===== src/rtl/rv32i_pkg.sv =====
// rtl/rv32i_pkg.sv - RV32I opcodes, one-hot control indices and the decoded control bundle
package rv32i_pkg;

    localparam logic [6:0] OP_R      = 7'b0110011;
    localparam logic [6:0] OP_I      = 7'b0010011;
    localparam logic [6:0] OP_LOAD   = 7'b0000011;
    localparam logic [6:0] OP_STORE  = 7'b0100011;
    localparam logic [6:0] OP_BRANCH = 7'b1100011;
    localparam logic [6:0] OP_JAL    = 7'b1101111;
    localparam logic [6:0] OP_JALR   = 7'b1100111;
    localparam logic [6:0] OP_LUI    = 7'b0110111;
    localparam logic [6:0] OP_AUIPC  = 7'b0010111;

    localparam int BR_BEQ  = 0;
    localparam int BR_BNE  = 1;
    localparam int BR_BLT  = 2;
    localparam int BR_BGE  = 3;
    localparam int BR_BLTU = 4;
    localparam int BR_BGEU = 5;

    localparam int LD_LB  = 0;
    localparam int LD_LH  = 1;
    localparam int LD_LW  = 2;
    localparam int LD_LBU = 3;
    localparam int LD_LHU = 4;

    localparam int ST_SB = 0;
    localparam int ST_SH = 1;
    localparam int ST_SW = 2;

    typedef struct packed {
        logic       reg_write;
        logic       mem_write;
        logic       alu_src;
        logic       jump;
        logic [1:0] result_src;
        logic [3:0] alu_control;
        logic [5:0] branch;
        logic [4:0] load;
        logic [2:0] store;
    } ctrl_bundle_t;

    localparam ctrl_bundle_t CTRL_ZERO = '0;

endpackage


===== src/rtl/hazard_detect.sv =====
// rtl/hazard_detect.sv - operand-use decode and load-use compare against the EX-stage load
module hazard_detect
    import rv32i_pkg::*;
(
    input  logic       id_valid_i,
    input  logic [6:0] id_op_i,
    input  logic [4:0] id_rs1_i,
    input  logic [4:0] id_rs2_i,
    input  logic       ex_valid_i,
    input  logic       ex_is_load_i,
    input  logic [4:0] ex_rd_i,
    output logic       load_use_o
);

    logic use_rs1;
    logic use_rs2;

    always_comb begin
        use_rs1 = !((id_op_i == OP_LUI) || (id_op_i == OP_AUIPC) || (id_op_i == OP_JAL));
        use_rs2 = (id_op_i == OP_R) || (id_op_i == OP_STORE) || (id_op_i == OP_BRANCH);
        // x0 is never a real producer, so a load to x0 cannot create a dependency
        load_use_o = id_valid_i & ex_valid_i & ex_is_load_i & (ex_rd_i != 5'd0) &
                     ((use_rs1 & (id_rs1_i == ex_rd_i)) | (use_rs2 & (id_rs2_i == ex_rd_i)));
    end

endmodule


===== src/rtl/id_ex_stage_reg.sv =====
// rtl/id_ex_stage_reg.sv - ID->EX pipeline register with load-use bubbles, flush and bubble counter
module id_ex_stage_reg
    import rv32i_pkg::*;
#(
    parameter int XLEN  = 32,
    parameter int CNT_W = 32
) (
    input  logic             clk,
    input  logic             rst,
    input  logic             id_valid,
    input  logic [6:0]       id_op,
    input  logic [4:0]       id_rs1,
    input  logic [4:0]       id_rs2,
    input  logic [4:0]       id_rd,
    input  logic [XLEN-1:0]  id_pc,
    input  logic [XLEN-1:0]  id_pc_plus4,
    input  logic [XLEN-1:0]  id_rd1,
    input  logic [XLEN-1:0]  id_rd2,
    input  logic [XLEN-1:0]  id_imm,
    input  logic             id_reg_write,
    input  logic             id_mem_write,
    input  logic             id_alu_src,
    input  logic             id_jump,
    input  logic [1:0]       id_result_src,
    input  logic [3:0]       id_alu_control,
    input  logic [5:0]       id_branch,
    input  logic [4:0]       id_load,
    input  logic [2:0]       id_store,
    input  logic             ex_stall,
    input  logic             ex_flush,
    output logic             ex_valid,
    output logic [4:0]       ex_rs1,
    output logic [4:0]       ex_rs2,
    output logic [4:0]       ex_rd,
    output logic [XLEN-1:0]  ex_pc,
    output logic [XLEN-1:0]  ex_pc_plus4,
    output logic [XLEN-1:0]  ex_rd1,
    output logic [XLEN-1:0]  ex_rd2,
    output logic [XLEN-1:0]  ex_imm,
    output logic             ex_reg_write,
    output logic             ex_mem_write,
    output logic             ex_alu_src,
    output logic             ex_jump,
    output logic [1:0]       ex_result_src,
    output logic [3:0]       ex_alu_control,
    output logic [5:0]       ex_branch,
    output logic [4:0]       ex_load,
    output logic [2:0]       ex_store,
    output logic             id_hold,
    output logic [CNT_W-1:0] bubble_count
);

    typedef struct packed {
        logic [4:0]      rs1;
        logic [4:0]      rs2;
        logic [4:0]      rd;
        logic [XLEN-1:0] pc;
        logic [XLEN-1:0] pc_plus4;
        logic [XLEN-1:0] rd1;
        logic [XLEN-1:0] rd2;
        logic [XLEN-1:0] imm;
    } data_t;

    logic         valid_d, valid_q;
    ctrl_bundle_t ctrl_d, ctrl_q;
    data_t        data_d, data_q;
    logic [CNT_W-1:0] cnt_d, cnt_q;

    ctrl_bundle_t id_ctrl;
    data_t        id_data;
    logic         load_use;

    hazard_detect u_hazard_detect (
        .id_valid_i   (id_valid),
        .id_op_i      (id_op),
        .id_rs1_i     (id_rs1),
        .id_rs2_i     (id_rs2),
        .ex_valid_i   (valid_q),
        .ex_is_load_i (|ctrl_q.load),
        .ex_rd_i      (data_q.rd),
        .load_use_o   (load_use)
    );

    // a flush squashes the ID instruction anyway, so holding IF/ID for the hazard is pointless
    assign id_hold = ex_stall | (load_use & ~ex_flush);

    always_comb begin
        id_ctrl.reg_write   = id_reg_write;
        id_ctrl.mem_write   = id_mem_write;
        id_ctrl.alu_src     = id_alu_src;
        id_ctrl.jump        = id_jump;
        id_ctrl.result_src  = id_result_src;
        id_ctrl.alu_control = id_alu_control;
        id_ctrl.branch      = id_branch;
        id_ctrl.load        = id_load;
        id_ctrl.store       = id_store;

        id_data.rs1      = id_rs1;
        id_data.rs2      = id_rs2;
        id_data.rd       = id_rd;
        id_data.pc       = id_pc;
        id_data.pc_plus4 = id_pc_plus4;
        id_data.rd1      = id_rd1;
        id_data.rd2      = id_rd2;
        id_data.imm      = id_imm;
    end

    always_comb begin
        valid_d = valid_q;
        ctrl_d  = ctrl_q;
        data_d  = data_q;
        cnt_d   = cnt_q;
        if (ex_flush) begin
            valid_d = 1'b0;
            ctrl_d  = CTRL_ZERO;
            data_d  = '0;
        end else if (ex_stall) begin
            valid_d = valid_q;
        end else if (load_use) begin
            valid_d = 1'b0;
            ctrl_d  = CTRL_ZERO;
            data_d  = '0;
            cnt_d   = cnt_q + CNT_W'(1);
        end else begin
            // invalid slots must not carry side-effecting control into EX
            valid_d = id_valid;
            ctrl_d  = id_valid ? id_ctrl : CTRL_ZERO;
            data_d  = id_data;
        end
    end

    always_ff @(posedge clk or posedge rst) begin
        if (rst) begin
            valid_q <= 1'b0;
            ctrl_q  <= CTRL_ZERO;
            data_q  <= '0;
            cnt_q   <= '0;
        end else begin
            valid_q <= valid_d;
            ctrl_q  <= ctrl_d;
            data_q  <= data_d;
            cnt_q   <= cnt_d;
        end
    end

    assign ex_valid       = valid_q;
    assign ex_rs1         = data_q.rs1;
    assign ex_rs2         = data_q.rs2;
    assign ex_rd          = data_q.rd;
    assign ex_pc          = data_q.pc;
    assign ex_pc_plus4    = data_q.pc_plus4;
    assign ex_rd1         = data_q.rd1;
    assign ex_rd2         = data_q.rd2;
    assign ex_imm         = data_q.imm;
    assign ex_reg_write   = ctrl_q.reg_write;
    assign ex_mem_write   = ctrl_q.mem_write;
    assign ex_alu_src     = ctrl_q.alu_src;
    assign ex_jump        = ctrl_q.jump;
    assign ex_result_src  = ctrl_q.result_src;
    assign ex_alu_control = ctrl_q.alu_control;
    assign ex_branch      = ctrl_q.branch;
    assign ex_load        = ctrl_q.load;
    assign ex_store       = ctrl_q.store;
    assign bubble_count   = cnt_q;

endmodule


===== config.mk =====
export PLATFORM = sky130hd
export DESIGN_NAME = id_ex_stage_reg
export DESIGN_NICKNAME = d
export VERILOG_FILES = /design/src/rtl/rv32i_pkg.sv /design/src/rtl/hazard_detect.sv /design/src/rtl/id_ex_stage_reg.sv
export SDC_FILE = /design/constraint.sdc
export NUM_CORES = 1
export LEC_CHECK = 0
export CORE_AREA = 2 2 171 173
export DETAILED_ROUTE_END_ITERATION = 7
export DIE_AREA = 0 0 173 175
export HOLD_SLACK_MARGIN = 0.12
export PLACE_DENSITY = 0.68
export SETUP_SLACK_MARGIN = 0.02
export SLEW_MARGIN = 0
export SYNTH_ARGS = -nofsm -noshare
export SYNTH_HDL_FRONTEND = slang
export SYNTH_SLANG_ARGS = --single-unit

===== constraint.sdc =====
create_clock -name clk -period 11.22 [get_ports clk]
set_input_delay 1.122 -clock clk [delete_from_list [all_inputs] [get_ports clk]]
set_output_delay 1.122 -clock clk [all_outputs]
set_load 0.01 [all_outputs]

==> results list <==
* Number of warning messages in the yosys log: 0
- The critical path crosses 8 cells after its start point.
* Clock tree from TritonCTS: done
* Hold-fix buffers, CTS: 0
* Largest fanout of any net on the critical path: 32
- Summing every instance area after synthesis gives 0.00890 sq mm.
- For this design, the sink count on the clock tree is 232.
* Avg Vias per Cell: 4.85
* Minimum setup slack in the final design: 6.68 ns
- Clock buffer depth: 3
* Routability cong.: 0.791
- Of the total power, the share spent switching nets is 0.231.
* Setup Crit Path Kind: primary input to primary output
* Most common cell after layout, fill and taps aside: sky130_fd_sc_hd__clkdlybuf4s50_1
- The tightest min-delay check is of the flop to flop type.
- The worst-case IR drop observed on VDD is 0.0000851 V.
* Launch point of the critical path: id_op[5]
- Synthesized-area fraction occupied by xor and xnor cells: 0.0404
* Category of cells accounting for the largest share of critical-path delay: buffers and inverters
- Total buffers and inverters traversed by the critical path: 3
- Slowest cell on the critical path: sky130_fd_sc_hd__clkdlybuf4s50_1
* Endpoint class of the critical path: primary output
- Share of the synthesized area in compound gates (AO/OA/AOI/OAI): 0.203
- Across all register-to-register paths, the minimum setup slack is 7.95 ns.
* Drt total wl: 28,800 um
- The share of total power dissipated in combinational logic is 0.128.
* Share of cells above drive strength 1: 0.0632
* Chip height: 175 um
* Unrepaired setup endpoints after global routing: false
- The number of nets handed over by synthesis was 839.
- By area, the combinational part of the netlist is dominated by compound AO/OA/AOI/OAI gates.
- The first global-routing pass estimated 44,300 um of wire.
- Fill cells in the final layout number 2,516.
* Worst setup timing slack at the placement stage: 6.65 ns
- Clock-pin slew was measured on the worst setup and hold paths at 0.06 ns.
- In the synthesized netlist, the number of instances is 627.
- Number of antenna-violating nets in the routed design: 0
- For this configuration, the core starts out at a cell density of 0.313.
* Share of power burned in the clock network: 0.440
* FF-to-FF Start: ex_rd[3]$_DFFE_PP0P_
- Of the total synthesized cell area, the portion taken by full adders, half adders and majority gates is 0.00141.
- Of the post-synthesis cell area, the part taken by muxes is 0.00127.
* Total I/O pin count: 444
- Sum of negative setup slack: 0 ns
- The worst setup path is launched from a primary input.
* Setup repair bufs after CTS: 0
- Arrival @ worst endpoint: 3.42 ns
- In the finished design, the share of the clock period the worst path needs comes to 0.405.
- The flow ran to the end, and the final reports show no timing, DRC or antenna violations.
- In this design, the stage delay of the slowest critical-path cell is 0.56 ns.
- In the routed design, unresolved DRC markers number 0.
- Clock latency on the worst-skew pair, taken at its later pin, is 0.53 ns.
- Ant diodes: 0
- From synthesis to final layout, the design area changed by 62.6%.
- Across the routed clock network, the largest skew measured is 0.0145 ns.
- For this run, the detailed router's first-pass iteration total came to 4.
- Commonest non-fill, non-tap cells in the layout: sky130_fd_sc_hd__clkdlybuf4s50_1, sky130_fd_sc_hd__dfrtp_1, sky130_fd_sc_hd__a22o_1
- Maximum number of pins on one net before global-route repair: 99
- Initial antenna violation count: 0
- Finish-stage setup viols: 0
- Based on the critical path, the design can be clocked at up to 220 MHz.
- The endpoint identified for the worst register-to-register timing path is ex_pc_plus4[20]$_DFFE_PP0P_.
- The number of global-route vias before repair is 7,408.
* Post-DP HPWL: 20,200 um
* Clock root cell: sky130_fd_sc_hd__clkbuf_16
- Fraction of met2 tracks used by global routing: 0.316
* Number of port buffers: 443
* Top cell by count, worst path: sky130_fd_sc_hd__clkdlybuf4s50_1
- For this block, the via count after detailed routing is 7,076.
* Num CTS Buffers: 26
- Met1 GRT Util: 0.229
* Max-slew violation count: 0
- The tool flagged a number of max-cap violations equal to 0.
- Number of distinct library cells after synthesis: 37
- The worst register-to-register path has a depth of 7.
- H-tree levels: 1
- Global-route congestion overflow total: 0
- Width of the die: 173 um
- Part of the total power dissipated in sequential elements: 0.432
- Sequential-to-total area share from yosys stat: 0.653
- The detailed router finished its first iteration with 380 violations.
- After synthesis the netlist holds a flip-flop and latch count of 232.
- For this design the total switching power over the nets is 0.482 mW.
- Final #Nets: 1,269
- Post-cts gate resize count: 0
- Of the total synthesized cell area, the portion taken by AND, OR, NAND and NOR gates is 0.0568.
- Most crowded layer after global routing: met2
- Core Area: 0.0284 sq mm
- Dividing the detail-routed wire length by the instance count gives 19.7 um.
- Cell-by-cell listing of the critical path: clkdlybuf4s50_1 > nor3b_1 > nand4_1 > nor4_2 > o21ai_2 > buf_4 > o21bai_1 > clkdlybuf4s50_1
- The die covers 0.0303 sq mm.
* Power density relative to cell area: 144 mW/mm^2
* Standard-cell row count: 62
* Worst Tran Pin Value: 1.09 ns
- The final count of hold timing violations was 0.
- In the global route stage, overall resource usage came out at 0.183.
- Subtracting the final worst setup slack from the clock period gives 4.54 ns.
- Worst slew slack as a fraction of its limit: 0.275
* Critical Path RT: 10.10 ns
- The internal power of the cells totals 1.61 mW.
- Synthesized area per cell: 14.2 sq um
- Static leakage: 6.47 nW
- For met3 alone, demand over resource in global routing was 0.0424.
* Timing endpoint of the critical path: id_hold
- The tightest hold path in the finished design has a slack of 0.483 ns.
==> worst min-delay path by stage <==
stage,startpoint,end,depth (start not counted)
after floorplan,bubble_count[31]$_DFFE_PP0P_,bubble_count[31]$_DFFE_PP0P_,1
after global routing,bubble_count[31]$_DFFE_PP0P_,bubble_count[31]$_DFFE_PP0P_,1
after CTS,bubble_count[31]$_DFFE_PP0P_,bubble_count[31]$_DFFE_PP0P_,1
final,bubble_count[31]$_DFFE_PP0P_,bubble_count[31]$_DFFE_PP0P_,1
after global placement,bubble_count[31]$_DFFE_PP0P_,bubble_count[31]$_DFFE_PP0P_,1
after detailed placement,bubble_count[31]$_DFFE_PP0P_,bubble_count[31]$_DFFE_PP0P_,1
==> cells in the mapped netlist (all sizes together) <==
library cell	count	area, sq um
nor3	25	130
nor4	7	87.6
and3	3	18.8
buf	26	282
nand3	15	75.1
or2	3	18.8
nand4	8	50.1
a31oi	1	6.26
dfrtp	232	5810
o211ai	1	7.51
a22o	199	1740
nor3b	2	15.0
ha	1	12.5
nor2b	1	6.26
nand2	12	45.0
o21bai	1	7.51
o21ai	1	8.76
xor2	34	298
xnor2	7	61.3
nor2	10	45.0
clkbuf	24	90.1
or4	1	7.51
a21oi	1	5.00
inv	7	26.3
and2	1	6.26
mux2	1	11.3
o311a	1	10.0
o21a	1	8.76
a21o	1	7.51
==> logic make-up (layout without fill, tap and decap cells) <==
kind of cell | Yosys count | in the layout
AO/OA/AOI/OAI | 207 | 207
XOR/XNOR | 41 | 41
adder cells (fa/ha/maj) | 1 | 1
buffers and inverters | 57 | 506
flip-flops | 232 | 232
multiplexers | 1 | 1
AND/OR/NAND/NOR | 88 | 88
==> power by group through the flow <==
stage / clock network, mW / registers [mW] / logic (mW)
CTS: 0.948 / 0.902 / 0.272
finish: 0.920 / 0.902 / 0.268
global placement: 0 / 0.916 / 0.269
floorplan: 0 / 0.930 / 0.0787
global route: 0.985 / 0.906 / 0.286
detailed placement: 0 / 0.916 / 0.272
==> metal layers <==
| layer | vias up | routed length (um) |
|---|---|---|
| li1 | 3224 | - |
| met1 | 3534 | 11700 |
| met2 | 274 | 14500 |
| met3 | 44 | 1890 |
| met4 | 0 | 683 |
| met5 | - | 0 |
==> state kept, by name, indices dropped and copies added (netlist names), 2 cells and up <==
| signal | count |
|---|---|
| ex_pc | 32 |
| ex_rd2 | 32 |
| ex_pc_plus4 | 32 |
| ex_store | 3 |
| ex_result_src | 2 |
| ex_rs2 | 5 |
| bubble_count | 32 |
| ex_branch | 6 |
| ex_imm | 32 |
| ex_rs1 | 5 |
| ex_rd1 | 32 |
| ex_rd | 5 |
| ex_load | 5 |
| ex_alu_control | 4 |
==> through the flow <==
step / std cells / total power, mW / utilization / area, sq um
after detailed placement: 1413 / 1.19 / 0.476 / 13500
after CTS: 1460 / 2.12 / 0.509 / 14500
after global placement: 1413 / 1.18 / 0.476 / 13500
after global routing: 1460 / 2.18 / 0.509 / 14500
after floorplan: 627 / 1.01 / - / 8900
final: 1460 / 2.09 / 0.509 / 14500
==> layout make-up <==
cell class / count / area (sq um) / area share
well taps: 384 / 480 / 0.0332
multi-input cells: 338 / 2700 / 0.187
inverters: 7 / 33.8 / 0.00234
flip-flops and latches: 232 / 5810 / 0.401
clock buffers: 35 / 766 / 0.0529
repair buffers: 452 / 4500 / 0.311
clock inverters: 12 / 178 / 0.0123
Note: power is estimated with default switching activity, not from simulation.
